## config.mk

```make
export PLATFORM = sky130hd
export DESIGN_NAME = fifo_vc_multi
export DESIGN_NICKNAME = d
export VERILOG_FILES = /design/src/rtl/fifo_vc_multi_pkg.sv /design/src/rtl/fifo_vc_lane.sv /design/src/rtl/fifo_vc_multi.sv
export SDC_FILE = /design/constraint.sdc
export NUM_CORES = 1
export LEC_CHECK = 0
export CAP_MARGIN = 10
export CORE_AREA = 2 2 149 151
export DETAILED_ROUTE_END_ITERATION = 8
export DIE_AREA = 0 0 151 153
export PLACE_DENSITY = 0.7
export SLEW_MARGIN = 20
export SYNTH_ARGS = -nofsm -noshare
export SYNTH_HDL_FRONTEND = slang
export SYNTH_SLANG_ARGS = --single-unit
```

## constraint.sdc

```tcl
create_clock -name clk -period 4.6 [get_ports clk]
set_clock_uncertainty 0.2 [all_clocks]
set_input_delay 0.69 -clock clk [delete_from_list [all_inputs] [get_ports clk]]
set_output_delay 0.69 -clock clk [all_outputs]
set_load 0.01 [all_outputs]
```

## src/rtl/fifo_vc_multi_pkg.sv

```systemverilog
`default_nettype none
// ============================================================================
// Module   : fifo_vc_multi_pkg
// Brief    : Shared helpers, default depth and error-cause codes for the
//            multi-channel virtual-channel FIFO.
// Revision : 1.0 - initial release
// ============================================================================
package fifo_vc_multi_pkg;

    localparam int DEFAULT_ADDR_W = 4;

    typedef enum logic [1:0] {
        ERR_NONE      = 2'd0,
        ERR_OVERFLOW  = 2'd1,
        ERR_UNDERFLOW = 2'd2,
        ERR_BOTH      = 2'd3
    } err_cause_e;

    function automatic int clog2(input int n);
        int r;
        r = 0;
        for (int i = 0; i < 32; i++) begin
            if ((1 << r) < n) r = r + 1;
        end
        return r;
    endfunction

endpackage
`default_nettype wire

```

## src/rtl/fifo_vc_lane.sv

```systemverilog
`default_nettype none
// ============================================================================
// Module   : fifo_vc_lane
// Brief    : One virtual channel: storage, pointers, count, status flags,
//            hysteretic pause and sticky error.
// Revision : 1.0 - initial release
// ============================================================================
module fifo_vc_lane #(
    parameter int DATA_SIZE = 6,
    parameter int ADDR_W    = 4,
    parameter int CNT_W     = ADDR_W + 1
) (
    input  logic                 clk,
    input  logic                 reset_L,
    input  logic                 wr_en,
    input  logic                 rd_en,
    input  logic [DATA_SIZE-1:0] data_in,
    input  logic [CNT_W-1:0]     afull_th,
    input  logic [CNT_W-1:0]     aempty_th,
    input  logic                 err_clr,
    output logic [DATA_SIZE-1:0] data_out,
    output logic                 data_valid,
    output logic [CNT_W-1:0]     count,
    output logic                 empty,
    output logic                 full,
    output logic                 almost_full,
    output logic                 almost_empty,
    output logic                 pause,
    output logic                 error
);

    localparam int               c_depth_int = 1 << ADDR_W;
    localparam logic [CNT_W-1:0] c_depth     = CNT_W'(c_depth_int);

    logic [DATA_SIZE-1:0] r_mem [c_depth_int];
    logic [ADDR_W-1:0]    r_wr_ptr;
    logic [ADDR_W-1:0]    r_rd_ptr;
    logic [CNT_W-1:0]     r_count;
    logic [DATA_SIZE-1:0] r_data_out;
    logic                 r_data_valid;
    logic                 r_pause;
    logic                 r_error;

    logic                 w_rd_ok;
    logic                 w_wr_ok;
    logic                 w_err_evt;
    logic [CNT_W-1:0]     w_count_nxt;

    assign empty        = (r_count == '0);
    assign full         = (r_count == c_depth);
    assign almost_full  = (r_count >= afull_th);
    assign almost_empty = (r_count != '0) && (r_count <= aempty_th);

    // A full lane still accepts a push when a pop frees the slot this cycle.
    assign w_rd_ok     = rd_en && !empty;
    assign w_wr_ok     = wr_en && (!full || w_rd_ok);
    assign w_err_evt   = (wr_en && !w_wr_ok) || (rd_en && empty);
    assign w_count_nxt = r_count + CNT_W'(w_wr_ok) - CNT_W'(w_rd_ok);

    always_ff @(posedge clk) begin
        if (w_wr_ok) r_mem[r_wr_ptr] <= data_in;
    end

    always_ff @(posedge clk or negedge reset_L) begin
        if (!reset_L) begin
            r_wr_ptr     <= '0;
            r_rd_ptr     <= '0;
            r_count      <= '0;
            r_data_out   <= '0;
            r_data_valid <= 1'b0;
            r_pause      <= 1'b0;
            r_error      <= 1'b0;
        end else begin
            r_count      <= w_count_nxt;
            r_data_valid <= w_rd_ok;
            if (w_wr_ok) r_wr_ptr <= r_wr_ptr + 1'b1;
            if (w_rd_ok) begin
                r_rd_ptr   <= r_rd_ptr + 1'b1;
                r_data_out <= r_mem[r_rd_ptr];
            end
            // Set has priority over clear when thresholds overlap.
            if (w_count_nxt >= afull_th)       r_pause <= 1'b1;
            else if (w_count_nxt <= aempty_th) r_pause <= 1'b0;
            if (w_err_evt)    r_error <= 1'b1;
            else if (err_clr) r_error <= 1'b0;
        end
    end

    assign data_out   = r_data_out;
    assign data_valid = r_data_valid;
    assign count      = r_count;
    assign pause      = r_pause;
    assign error      = r_error;

endmodule
`default_nettype wire

```

## src/rtl/fifo_vc_multi.sv

```systemverilog
`default_nettype none
// ============================================================================
// Module   : fifo_vc_multi
// Brief    : NUM_VC independent FIFO lanes behind one shared push port with
//            per-channel pop strobes and flattened per-lane status.
// Revision : 1.0 - initial release
// ============================================================================
module fifo_vc_multi
    import fifo_vc_multi_pkg::*;
#(
    parameter int DATA_SIZE = 6,
    parameter int ADDR_W    = DEFAULT_ADDR_W,
    parameter int NUM_VC    = 2,
    parameter int VC_W      = (clog2(NUM_VC) < 1) ? 1 : clog2(NUM_VC),
    localparam int CNT_W    = ADDR_W + 1
) (
    input  logic                        clk,
    input  logic                        reset_L,
    input  logic                        push,
    input  logic [VC_W-1:0]             push_vc,
    input  logic [DATA_SIZE-1:0]        data_in,
    input  logic [NUM_VC-1:0]           pop,
    input  logic [CNT_W-1:0]            afull_th,
    input  logic [CNT_W-1:0]            aempty_th,
    input  logic [NUM_VC-1:0]           err_clr,
    output logic [NUM_VC*DATA_SIZE-1:0] data_out,
    output logic [NUM_VC-1:0]           data_valid,
    output logic [NUM_VC*CNT_W-1:0]     data_count,
    output logic [NUM_VC-1:0]           fifo_empty,
    output logic [NUM_VC-1:0]           fifo_full,
    output logic [NUM_VC-1:0]           almost_full,
    output logic [NUM_VC-1:0]           almost_empty,
    output logic [NUM_VC-1:0]           fifo_pause,
    output logic [NUM_VC-1:0]           fifo_error
);

    logic [NUM_VC-1:0] w_wr_en;

    // Out-of-range push_vc matches no lane, so the word is silently dropped.
    for (genvar i = 0; i < NUM_VC; i++) begin : g_lane
        assign w_wr_en[i] = push && (int'(push_vc) == i);

        fifo_vc_lane #(
            .DATA_SIZE (DATA_SIZE),
            .ADDR_W    (ADDR_W),
            .CNT_W     (CNT_W)
        ) u_lane (
            .clk          (clk),
            .reset_L      (reset_L),
            .wr_en        (w_wr_en[i]),
            .rd_en        (pop[i]),
            .data_in      (data_in),
            .afull_th     (afull_th),
            .aempty_th    (aempty_th),
            .err_clr      (err_clr[i]),
            .data_out     (data_out[i*DATA_SIZE +: DATA_SIZE]),
            .data_valid   (data_valid[i]),
            .count        (data_count[i*CNT_W +: CNT_W]),
            .empty        (fifo_empty[i]),
            .full         (fifo_full[i]),
            .almost_full  (almost_full[i]),
            .almost_empty (almost_empty[i]),
            .pause        (fifo_pause[i]),
            .error        (fifo_error[i])
        );
    end

endmodule
`default_nettype wire
```

Yosys cells after proc, flatten, opt, wreduce, memory -nomap -nowiden. Memories as Yosys holds them, arrays and structs flattened. A register that Yosys moved wholly into a read port is not among the register bits. Cells that the tools add are included.

$add $sub $neg: 8. Magnitude comparators: 8. Equal/unequal tests: 2. Mux-type cells: 12. Bitwise operators: 1. Reduce and logical (&&, ||, !) cells: 32.

Operator list (count): 5-bit >= comparator (4); 5-bit less-or-equal comparator (4); 4-bit by 1-bit adder with 4-bit output, second input constant (4); 1-bit logical AND (12); 1-bit 2-to-1 mux (12); 5-bit by 1-bit adder with 5-bit output (2); 5-bit equality test, second input constant (2); 5-bit logical NOT (2); 5-bit nonzero test (2); 5-bit by 1-bit subtractor with 5-bit output (2); 1-bit logical NOT (8); 2-bit nonzero test (4); 1-bit logical OR (4); 1-bit NOT (1).

Bits in registers: 32. RAM bits: 192. Input bits: 24. Output and inout bits: 36. Memories: 2.

Memories: g_lane[0].u_lane.r_mem (depth 16, bits a word 6, rd ports 1, clocked after Yosys merged registers in 1, write ports 1, line fifo_vc_lane.sv:35) `logic [DATA_SIZE-1:0] r_mem [c_depth_int];`; g_lane[1].u_lane.r_mem (depth 16, bits a word 6, rd ports 1, clocked after Yosys merged registers in 1, write ports 1, line fifo_vc_lane.sv:35).

Longest topological paths before layout. Gate-level depths: netlist of the first run.

Word-level depth: 10. Mapped depth: 17. Gate-level depth less buffers: 16.

Cells and area by module. A second synthesis of the first run with hierarchy kept.

Cells, all modules: 645. Area total of the unflattened synthesis: 10437.5 µm².

Modules (own cells, without submodules): fifo_vc_lane (g_lane[0].u_lane) (instances 1, cells each 321, area each 5211.2 µm²); fifo_vc_lane (g_lane[1].u_lane) (instances 1, cells each 322, area each 5210.0 µm²); fifo_vc_multi (instances 1, cells each 2, area each 16.3 µm²).

Worst setup path before layout of the first run. OpenSTA, ideal clock, no wires.

Path kind: register -> register. Start point: register g_lane[0].u_lane.r_count[2]. End point: register g_lane[0].u_lane.r_pause. Data arrival time: 3.455 ns. Data required time: 4.274 ns. Slack: 0.819 ns. Cell stages (with the launch flop): 18. Buffers on the path: 1. Clock period less this slack: 3.781 ns. Path through: dfrtp_1 > inv_1 > ha_1 > nor4b_2 > nor2_1 > buf_2 > ha_1 > inv_1 > ha_1 > fa_1 > a21oi_1 > nor2_1 > nor2_1 > xnor2_1 > ha_1 > a21oi_1 > o21ai_0 > a311o_1.

Cells in the longest elaborated chain, start to end: 9. Elaborated cells on any way between the ends: 13. Those cells by class: add/sub (2); order compare (2); eq/ne (1); mux (1); reduce/logical (7).

Ends and longest elaborated chain: from (decl) (line fifo_vc_lane.sv:38) `logic [CNT_W-1:0] r_count;`; from (signal assigned) (line fifo_vc_lane.sv:74) `r_count <= w_count_nxt;`; 5-bit logical NOT (*) (line fifo_vc_lane.sv:49) `assign empty = (r_count == '0);`; via g_lane[0].u_lane.empty (line fifo_vc_lane.sv:24) `output logic empty,`; 1-bit logical NOT (*) (line fifo_vc_lane.sv:55) `assign w_rd_ok = rd_en && !empty;`; 1-bit logical AND (*) (line fifo_vc_lane.sv:55); via g_lane[0].u_lane.w_rd_ok (line fifo_vc_lane.sv:44) `logic w_rd_ok;`; 1-bit logical OR (line fifo_vc_lane.sv:56) `assign w_wr_ok = wr_en && (!full || w_rd_ok);`; 1-bit logical AND (line fifo_vc_lane.sv:56); 5-bit by 1-bit adder with 5-bit output (line fifo_vc_lane.sv:58) `assign w_count_nxt = r_count + CNT_W'(w_wr_ok) - CNT_W'(w_rd_ok);`; 5-bit by 1-bit subtractor with 5-bit output (*) (line fifo_vc_lane.sv:58); via g_lane[0].u_lane.w_count_nxt[4] (line fifo_vc_lane.sv:47) `logic [CNT_W-1:0] w_count_nxt;`; 5-bit >= comparator or 5-bit less-or-equal comparator (tied branches) (line fifo_vc_lane.sv:82, fifo_vc_lane.sv:83); 1-bit 2-to-1 mux or 2-bit nonzero test (tied branches); to (signal assigned) (line fifo_vc_lane.sv:71) `r_pause <= 1'b0;`; to (signal assigned) (line fifo_vc_lane.sv:82) `if (w_count_nxt >= afull_th) r_pause <= 1'b1;`; to (signal assigned) (line fifo_vc_lane.sv:83) `else if (w_count_nxt <= aempty_th) r_pause <= 1'b0;`; to (decl) (line fifo_vc_lane.sv:41) `logic r_pause;`.

The timed path passes the listed nets; every way through them passes the cells marked *. A chain may end at the register's enable or synchronous reset.

Worst setup path in the final report of the first run.
Start point: register g_lane[0].u_lane.r_count[3]. End point: register g_lane[0].u_lane.r_pause.

Cells in the longest elaborated chain, start to end: 9. Elaborated cells on any way between the ends: 13. Those cells by class: add/sub (2); order compare (2); eq/ne (1); mux (1); reduce/logical (7).

Ends and longest elaborated chain (line): 5-bit logical NOT (fifo_vc_lane.sv:49); 1-bit logical NOT (fifo_vc_lane.sv:55); 1-bit logical AND (fifo_vc_lane.sv:55); 1-bit logical OR (fifo_vc_lane.sv:56); 1-bit logical AND (fifo_vc_lane.sv:56); 5-bit by 1-bit adder with 5-bit output (fifo_vc_lane.sv:58); 5-bit by 1-bit subtractor with 5-bit output (*) (fifo_vc_lane.sv:58); via g_lane[0].u_lane.w_count_nxt[4] (fifo_vc_lane.sv:47); 5-bit >= comparator or 5-bit less-or-equal comparator (tied branches) (fifo_vc_lane.sv:82, fifo_vc_lane.sv:83); 1-bit 2-to-1 mux or 2-bit nonzero test (tied branches).

Marks and branches as above.

==> results of run 1 <==
## flip-flops by register name (all words and copies together) (netlist names)
| register | count |
|---|---|
| g_lane.u_lane.error | 2 |
| g_lane.u_lane.count | 10 |
| g_lane.u_lane.data_valid | 2 |
| g_lane.u_lane.r_mem | 192 |
| g_lane.u_lane.r_wr_ptr | 8 |
| g_lane.u_lane.pause | 2 |
| g_lane.u_lane.data_out | 12 |
| g_lane.u_lane.r_rd_ptr | 8 |
## logic make-up (layout without fill, tap and decap cells)
family          count (synthesis)  in the layout
xor+xnor                       20             20
compound gates                 80             80
flops                         236            236
fa+ha+maj                      64             64
mux                            64             64
buf+inv                        72            141
simple gates                  110            110
## metrics by stage
stage,setup WS [ns],util,instance area (µm²),hold WS (ns),power [µW]
4_1_cts,0.774,0.559,12000,0.200,7750
3_3_place_gp,0.756,0.524,11300,0.310,5730
3_5_place_dp,0.590,0.524,11300,0.333,5900
5_1_grt,0.503,0.558,12000,0.0247,8190
6_report,0.775,0.558,12000,-0.0114,7690
2_1_floorplan,0.819,-,10500,0.194,5020
## power by group through the flow
stage,Clock (µW),Combinational [µW],Sequential [µW]
global route,1960,3110,3120
detailed placement,0,2790,3110
CTS,1880,2800,3070
floorplan,0,2190,2830
global placement,0,2630,3090
finish,1850,2780,3060
## cell type report
cell class	instances	area [µm²]
clock buffers	29	618
clock inverters	13	130
fillers	1618	9500
inverters	34	128
multi-input cells	338	3290
flip-flops and latches	236	6870
well taps	280	350
repair buffers	65	603
## cell usage in the layout (no fill, tap or decap), types with 3 or more instances in the layout
| cell | synthesis | final |
|---|---|---|
| xor2_1 | 6 | 6 |
| clkbuf_16 | 0 | 23 |
| o21ai_0 | 16 | 16 |
| mux2_2 | 14 | 14 |
| a21o_1 | 4 | 4 |
| dfrtp_1 | 44 | 44 |
| nand2_1 | 20 | 20 |
| ha_1 | 62 | 62 |
| nand4_1 | 7 | 7 |
| inv_1 | 34 | 34 |
| nor2_1 | 41 | 41 |
| mux4_2 | 44 | 44 |
| nand2b_1 | 7 | 7 |
| clkinv_2 | 0 | 5 |
| nor2b_1 | 16 | 16 |
| xnor2_1 | 14 | 14 |
| a21oi_1 | 28 | 28 |
| mux4_1 | 4 | 4 |
| o22ai_1 | 12 | 12 |
| edfxtp_1 | 192 | 192 |
| buf_4 | 14 | 7 |
| clkbuf_1 | 8 | 4 |
| buf_2 | 6 | 6 |
| nor3b_1 | 3 | 3 |
| a211oi_1 | 12 | 12 |
| clkdlybuf4s50_1 | 0 | 52 |
| nor3_1 | 8 | 8 |
## cells in the mapped netlist (all sizes together)
cell type / n
a211oi: 12
a21boi: 2
a21o: 4
a21oi: 30
a311o: 2
and2: 2
and3: 2
buf: 30
clkbuf: 8
dfrtp: 44
edfxtp: 192
fa: 2
ha: 62
inv: 34
mux2: 14
mux2i: 2
mux4: 48
nand2: 20
nand2b: 7
nand3: 2
nand4: 7
nor2: 41
nor2b: 16
nor3: 8
nor3b: 3
nor4b: 2
o21a: 2
o21ai: 16
o22ai: 12
xnor2: 14
xor2: 6
## path summary, 6_finish.rpt
| kind | startpoint | end | slack, ns |
|---|---|---|---|
| min | reset_L | g_lane[1].u_lane.count[1] | -0.01 |
| max in group asynchronous | reset_L | g_lane[0].u_lane.r_rd_ptr[1] | 3.80 |
| max reg2reg | g_lane[0].u_lane.count[3] | g_lane[0].u_lane.pause | 0.77 |
| min reg2reg | g_lane[0].u_lane.error | g_lane[0].u_lane.error | 0.34 |
| max | g_lane[0].u_lane.count[3] | g_lane[0].u_lane.pause | 0.77 |
| min in group clk | g_lane[0].u_lane.error | g_lane[0].u_lane.error | 0.34 |
## per-layer routing
metal	vias up	wire length, µm
met4	0	503
met1	2853	8790
met2	172	10400
met3	37	1260
li1	2567	-
met5	-	0
==> flow_metrics.py, run 1 <==
metrics = {
    "grt": {
        "busiest_layer": "met2",
        "grt_pass1_wl_um": 33400,
        "track_usage": 0.188,
        "grt_start_max_net_pins": 45,
        "grt_overflow": 0,
        "antenna_found_initial": 0,
        "met1_usage": 0.257,
        "grt_pass1_vias": 5956,
        "grtUsageMet3": 0.0266,
        "grtUsageMet2": 0.314,
    },
    "clock_network": {
        "h-tree-depth": 1,
        "cts_tree": "done",
        "numCtsBuffers": 23,
        "cts.sinks": 236,
        "postCtsSetupRepairBufs": 0,
        "cts-hold-fix-buffers": 0,
        "cts_buffer_depth": 3,
        "clk_latency_ns": 0.51,
        "clk_pin_slew_ns": 0.06,
        "cts_resized": 0,
        "ctsRootBufferMaster": "clkbuf_16",
    },
    "logic_synthesis": {
        "synth-xor-area-share": 0.0166,
        "yosys.area_share.simple": 0.0517,
        "synth.area.mux_share": 0.121,
        "synth_area_leaders": "edfxtp_1, dfrtp_1, mux4_2, ha_1, mux2_2",
        "synth-compound-area-share": 0.0458,
        "synthCells": 646,
        "ys_types": 37,
        "netlist.area_leader.share": 0.547,
        "syn_area_per_cell_um2": 16.3,
        "synth_area_leader_cell": "edfxtp_1",
        "ys_seq_area_frac": 0.652,
        "ys_warn_count": 0,
        "syn-num-nets": 734,
        "ys_ff_latch": 236,
        "synth_fa_ha_area_frac": 0.0774,
        "synth_area_mm2": 0.0105,
        "synth_top_family_by_area": "multiplexers",
    },
    "setup_path": {
        "crit_family": "adder cells",
        "rr_worst_depth": 16,
        "path_class": "flop to flop",
        "crit_fanout": 5,
        "cp_num_buf_inv": 2,
        "cp_data_arrival_time_ns": 4.01,
        "critPathCaptureType": "flop",
        "cpPeakStageDelay_ns": 0.44,
        "cp-start-kind": "flop",
        "slowest_stage": "dfrtp_1",
        "path_depth": 16,
        "cp_common_cell": "ha_1",
        "required_ns": 4.79,
        "path_cells": "inv_1 > ha_1 > nor4b_2 > nor2_1 > ha_1 > inv_1 > ha_1 > fa_1 > a21oi_1 > nor2_1 > nor2_1 > xnor2_1 > ha_1 > a21oi_1 > o21ai_0 > a311o_1",
    },
    "status": {
        "violations": "hold timing",
        "status": "finished, violations left",
    },
    "place": {
        "hpwl_um": 14000,
        "place_inst": 953,
        "gp_congestion": 0.808,
        "io_buffers": 59,
    },
    "timing": {
        "worstMarginPinSlew_ns": 1.10,
        "fmax_ghz": 0.261,
        "finalHoldViolCount": 17,
        "finalSetupViolCount": 0,
        "slew_headroom": 0.259,
        "finalCriticalPeriod_ns": 3.83,
        "setup_tns_ns": 0,
        "rsz0062_at_grt": "false",
        "finalMaxSlewViolations": 0,
        "fin_crit_sh": 0.832,
        "whs_ns": -0.0114,
    },
    "power_and_ir_drop": {
        "p_int_uw": 5140,
        "clock_power_share": 0.240,
        "power.leakage_uw": 0.00428,
        "swShare": 0.332,
        "seq_power_share": 0.398,
        "combPwrFrac": 0.362,
        "p_switching_uw": 2550,
        "power.density_mw_per_mm2": 641,
        "peakVddDrop_mv": 0.228,
    },
    "hold_path": {
        "min_path_type": "input port to asynchronous set/reset pin",
    },
    "floorplanning": {
        "initial_core_util": 0.490,
        "die_area_mm2": 0.0231,
        "io_pins": 60,
        "die_x_um": 151,
        "core_mm2": 0.0215,
        "num_rows": 54,
        "die_h_um": 153,
    },
    "run": {
        "max-cap-violations": 0,
    },
    "drt": {
        "routed_via_density": 5.66,
        "drc": 0,
        "ant_nets": 0,
        "dr.pass1.iters": 4,
        "vias": 5629,
        "drtIter0Drc": 328,
        "wire_per_inst_um": 21.1,
        "finalWirelength_um": 21000,
    },
    "finish": {
        "antenna_cells": 0,
        "stdcell_count": 995,
        "drive_gt1_frac": 0.157,
        "nNetsFinal": 786,
        "syn_to_final_growth_pct": 13.8,
    },
}
(Power assumes the default switching activity.)
==> run 2: changes to the inputs <==
==> constraint.sdc (replaced) <==
create_clock -name clk -period 3.6 [get_ports clk]
set_clock_uncertainty 0.2 [all_clocks]
set_input_delay 0.54 -clock clk [delete_from_list [all_inputs] [get_ports clk]]
set_output_delay 0.54 -clock clk [all_outputs]
set_load 0.01 [all_outputs]
==> flow_metrics.py, run 2 (synthesis results as in run 1) <==
metrics = {
    "timing": {
        "finalCriticalPeriod_ns": 3.56,
        "finalMaxSlewViolations": 0,
        "whs_ns": 0.329,
        "finalSetupViolCount": 0,
        "fmax_ghz": 0.281,
        "worstMarginPinSlew_ns": 0.942,
        "finalHoldViolCount": 0,
        "fin_crit_sh": 0.988,
        "rsz0062_at_grt": "true",
        "slew_headroom": 0.372,
        "setup_tns_ns": 0,
    },
    "setup_path": {
        "cp_data_arrival_time_ns": 3.74,
        "cp-start-kind": "flop",
        "cp_common_cell": "ha_4",
        "slowest_stage": "dfrtp_2",
        "crit_fanout": 3,
        "timing.rr.start": "g_lane[0].u_lane.count[3]",
        "path_cells": "inv_2 > ha_4 > nor4b_4 > nor2_4 > ha_4 > inv_2 > ha_4 > fa_2 > a21oi_2 > nor2_1 > nor2_1 > xnor2_1 > ha_1 > and3_1 > nand3_1 > a311o_1",
        "path_class": "flop to flop",
        "r2r_end": "g_lane[0].u_lane.pause",
        "rr_worst_depth": 16,
        "required_ns": 3.78,
        "r2r_setup_slack_ns": 0.04,
        "cpPeakStageDelay_ns": 0.41,
        "critPathCaptureType": "flop",
    },
    "clock_network": {
        "ctsRootBufferMaster": "clkbuf_16",
        "clk_pin_slew_ns": 0.06,
        "clk_latency_ns": 0.50,
        "cts.sinks": 236,
        "cts_tree": "done",
        "cts_buffer_depth": 3,
        "h-tree-depth": 1,
        "numCtsBuffers": 23,
    },
    "power_and_ir_drop": {
        "combPwrFrac": 0.400,
        "p_switching_uw": 3370,
        "peakVddDrop_mv": 0.318,
        "swShare": 0.327,
        "p_int_uw": 6920,
        "p_total_uw": 10300,
        "power.leakage_uw": 0.00448,
        "clock_power_share": 0.232,
        "seq_power_share": 0.367,
        "power.density_mw_per_mm2": 825,
    },
    "place": {
        "hpwl_um": 13900,
        "gp_congestion": 0.829,
        "io_buffers": 59,
        "placed_area_mm2": 0.0115,
    },
    "finish": {
        "antenna_cells": 0,
        "utilization": 0.580,
        "post-route-cell-area_mm2": 0.0125,
        "largest_register": "g_lane.u_lane.r_mem",
        "syn_to_final_growth_pct": 18.3,
        "final_common_cell": "edfxtp_1",
        "fillers": 1585,
        "final_cell_mix": "edfxtp_1, clkdlybuf4s50_1, ha_1",
        "nNetsFinal": 827,
        "multi_input_area_mm2": 0.00343,
        "drive_gt1_frac": 0.219,
        "largest_register_ffs": 192,
        "regArea_mm2": 0.00687,
    },
    "floorplanning": {
        "io_pins": 60,
        "die_area_mm2": 0.0231,
        "die_h_um": 153,
        "num_rows": 54,
        "die_x_um": 151,
        "initial_core_util": 0.490,
        "core_mm2": 0.0215,
    },
    "drt": {
        "ant_nets": 0,
        "routed_via_density": 5.50,
        "drc": 0,
        "vias": 5693,
        "wire_per_inst_um": 20.4,
        "finalWirelength_um": 21100,
        "drtIter0Drc": 389,
        "dr.pass1.iters": 5,
    },
    "grt": {
        "antenna_found_initial": 0,
        "grt_pass1_wl_um": 32600,
        "grt_start_max_net_pins": 45,
        "track_usage": 0.183,
        "grt_pass1_vias": 5966,
        "grt_overflow": 0,
    },
    "hold_path": {
        "min_path_type": "flop to flop",
        "holdPathStages": 2,
        "worstHoldEndpoint": "g_lane[1].u_lane.error",
        "hp-start": "g_lane[1].u_lane.error",
    },
    "status": {
        "status": "complete, no violations",
    },
    "run": {
        "max-cap-violations": 0,
    },
}
-- run 2: cell types whose count changed in the layout (fill, tap and decap cells not counted), moves of 3 or more --
cell / previous run / this run
ha_4: 0 / 6
a21oi_2: 2 / 5
clkdlybuf4s50_1: 52 / 58
buf_2: 6 / 0
buf_4: 7 / 47
inv_1: 34 / 28
a21oi_1: 28 / 25
ha_1: 62 / 56
inv_2: 0 / 6
-- run 2: worst max path at each step --
stage,to,slack [ns],cells past startpoint,start
3_5_place_dp,g_lane[0].u_lane.pause,-0.09,15,pop[0]
2_1_floorplan,g_lane[0].u_lane.pause,0.02,17,g_lane[0].u_lane.count[2]
5_1_grt,g_lane[0].u_lane.pause,-0.12,16,g_lane[0].u_lane.count[3]
3_3_place_gp,g_lane[0].u_lane.pause,-0.01,15,pop[0]
6_report,g_lane[0].u_lane.pause,0.04,16,g_lane[0].u_lane.count[3]
4_1_cts,g_lane[0].u_lane.pause,0.02,16,g_lane[0].u_lane.count[3]
-- run 2: timing repair --
item                                    CTS  global route
hold buffers                              0             1
buffers inserted                          0             9
resized for setup                         0            22
hold endpoints to repair                  0            44
endpoints found under the setup margin    0             2
-- run 2: metal layers --
layer  wire (µm)  track usage  vias to the layer above  share of wire
met5           0            0                        -              0
met4         433       0.0512                        0          0.021
met3         980       0.0269                       35          0.046
met2       10800        0.317                      135           0.51
met1        8860        0.243                     2879           0.42
li1            -            -                     2644              -
-- run 2: cell type report --
type,instances,area share
flip-flops and latches,236,0.551
multi-input cells,338,0.275
repair buffers,106,0.0757
clock buffers,30,0.0499
well taps,280,0.0281
clock inverters,11,0.0103
inverters,34,0.0102
-- run 2: power groups by stage --
stage	sequential, µW	clock [µW]	combinational, µW
floorplan	3630	0	2830
global placement	3810	0	3720
detailed placement	3830	0	3890
CTS	3780	2440	3910
global route	3830	2550	4540
finish	3780	2390	4120
-- run 2: worst max-delay path, delay by kind of cell, from the launching register on --
kind            cells  cell delay (ns)
buf+inv             2             0.12
xor+xnor            1             0.11
flops               1             0.41
simple gates        6             0.84
fa+ha+maj           5             1.31
compound gates      2             0.47
-- run 2: metrics by stage --
| stage | std cells | setup slack (ns) |
|---|---|---|
| 2_1_floorplan | 646 | 0.0209 |
| 4_1_cts | 1025 | 0.0243 |
| 5_1_grt | 1035 | -0.120 |
| 6_report | 1035 | 0.0432 |
| 3_5_place_dp | 984 | -0.0876 |
| 3_3_place_gp | 984 | -0.0119 |
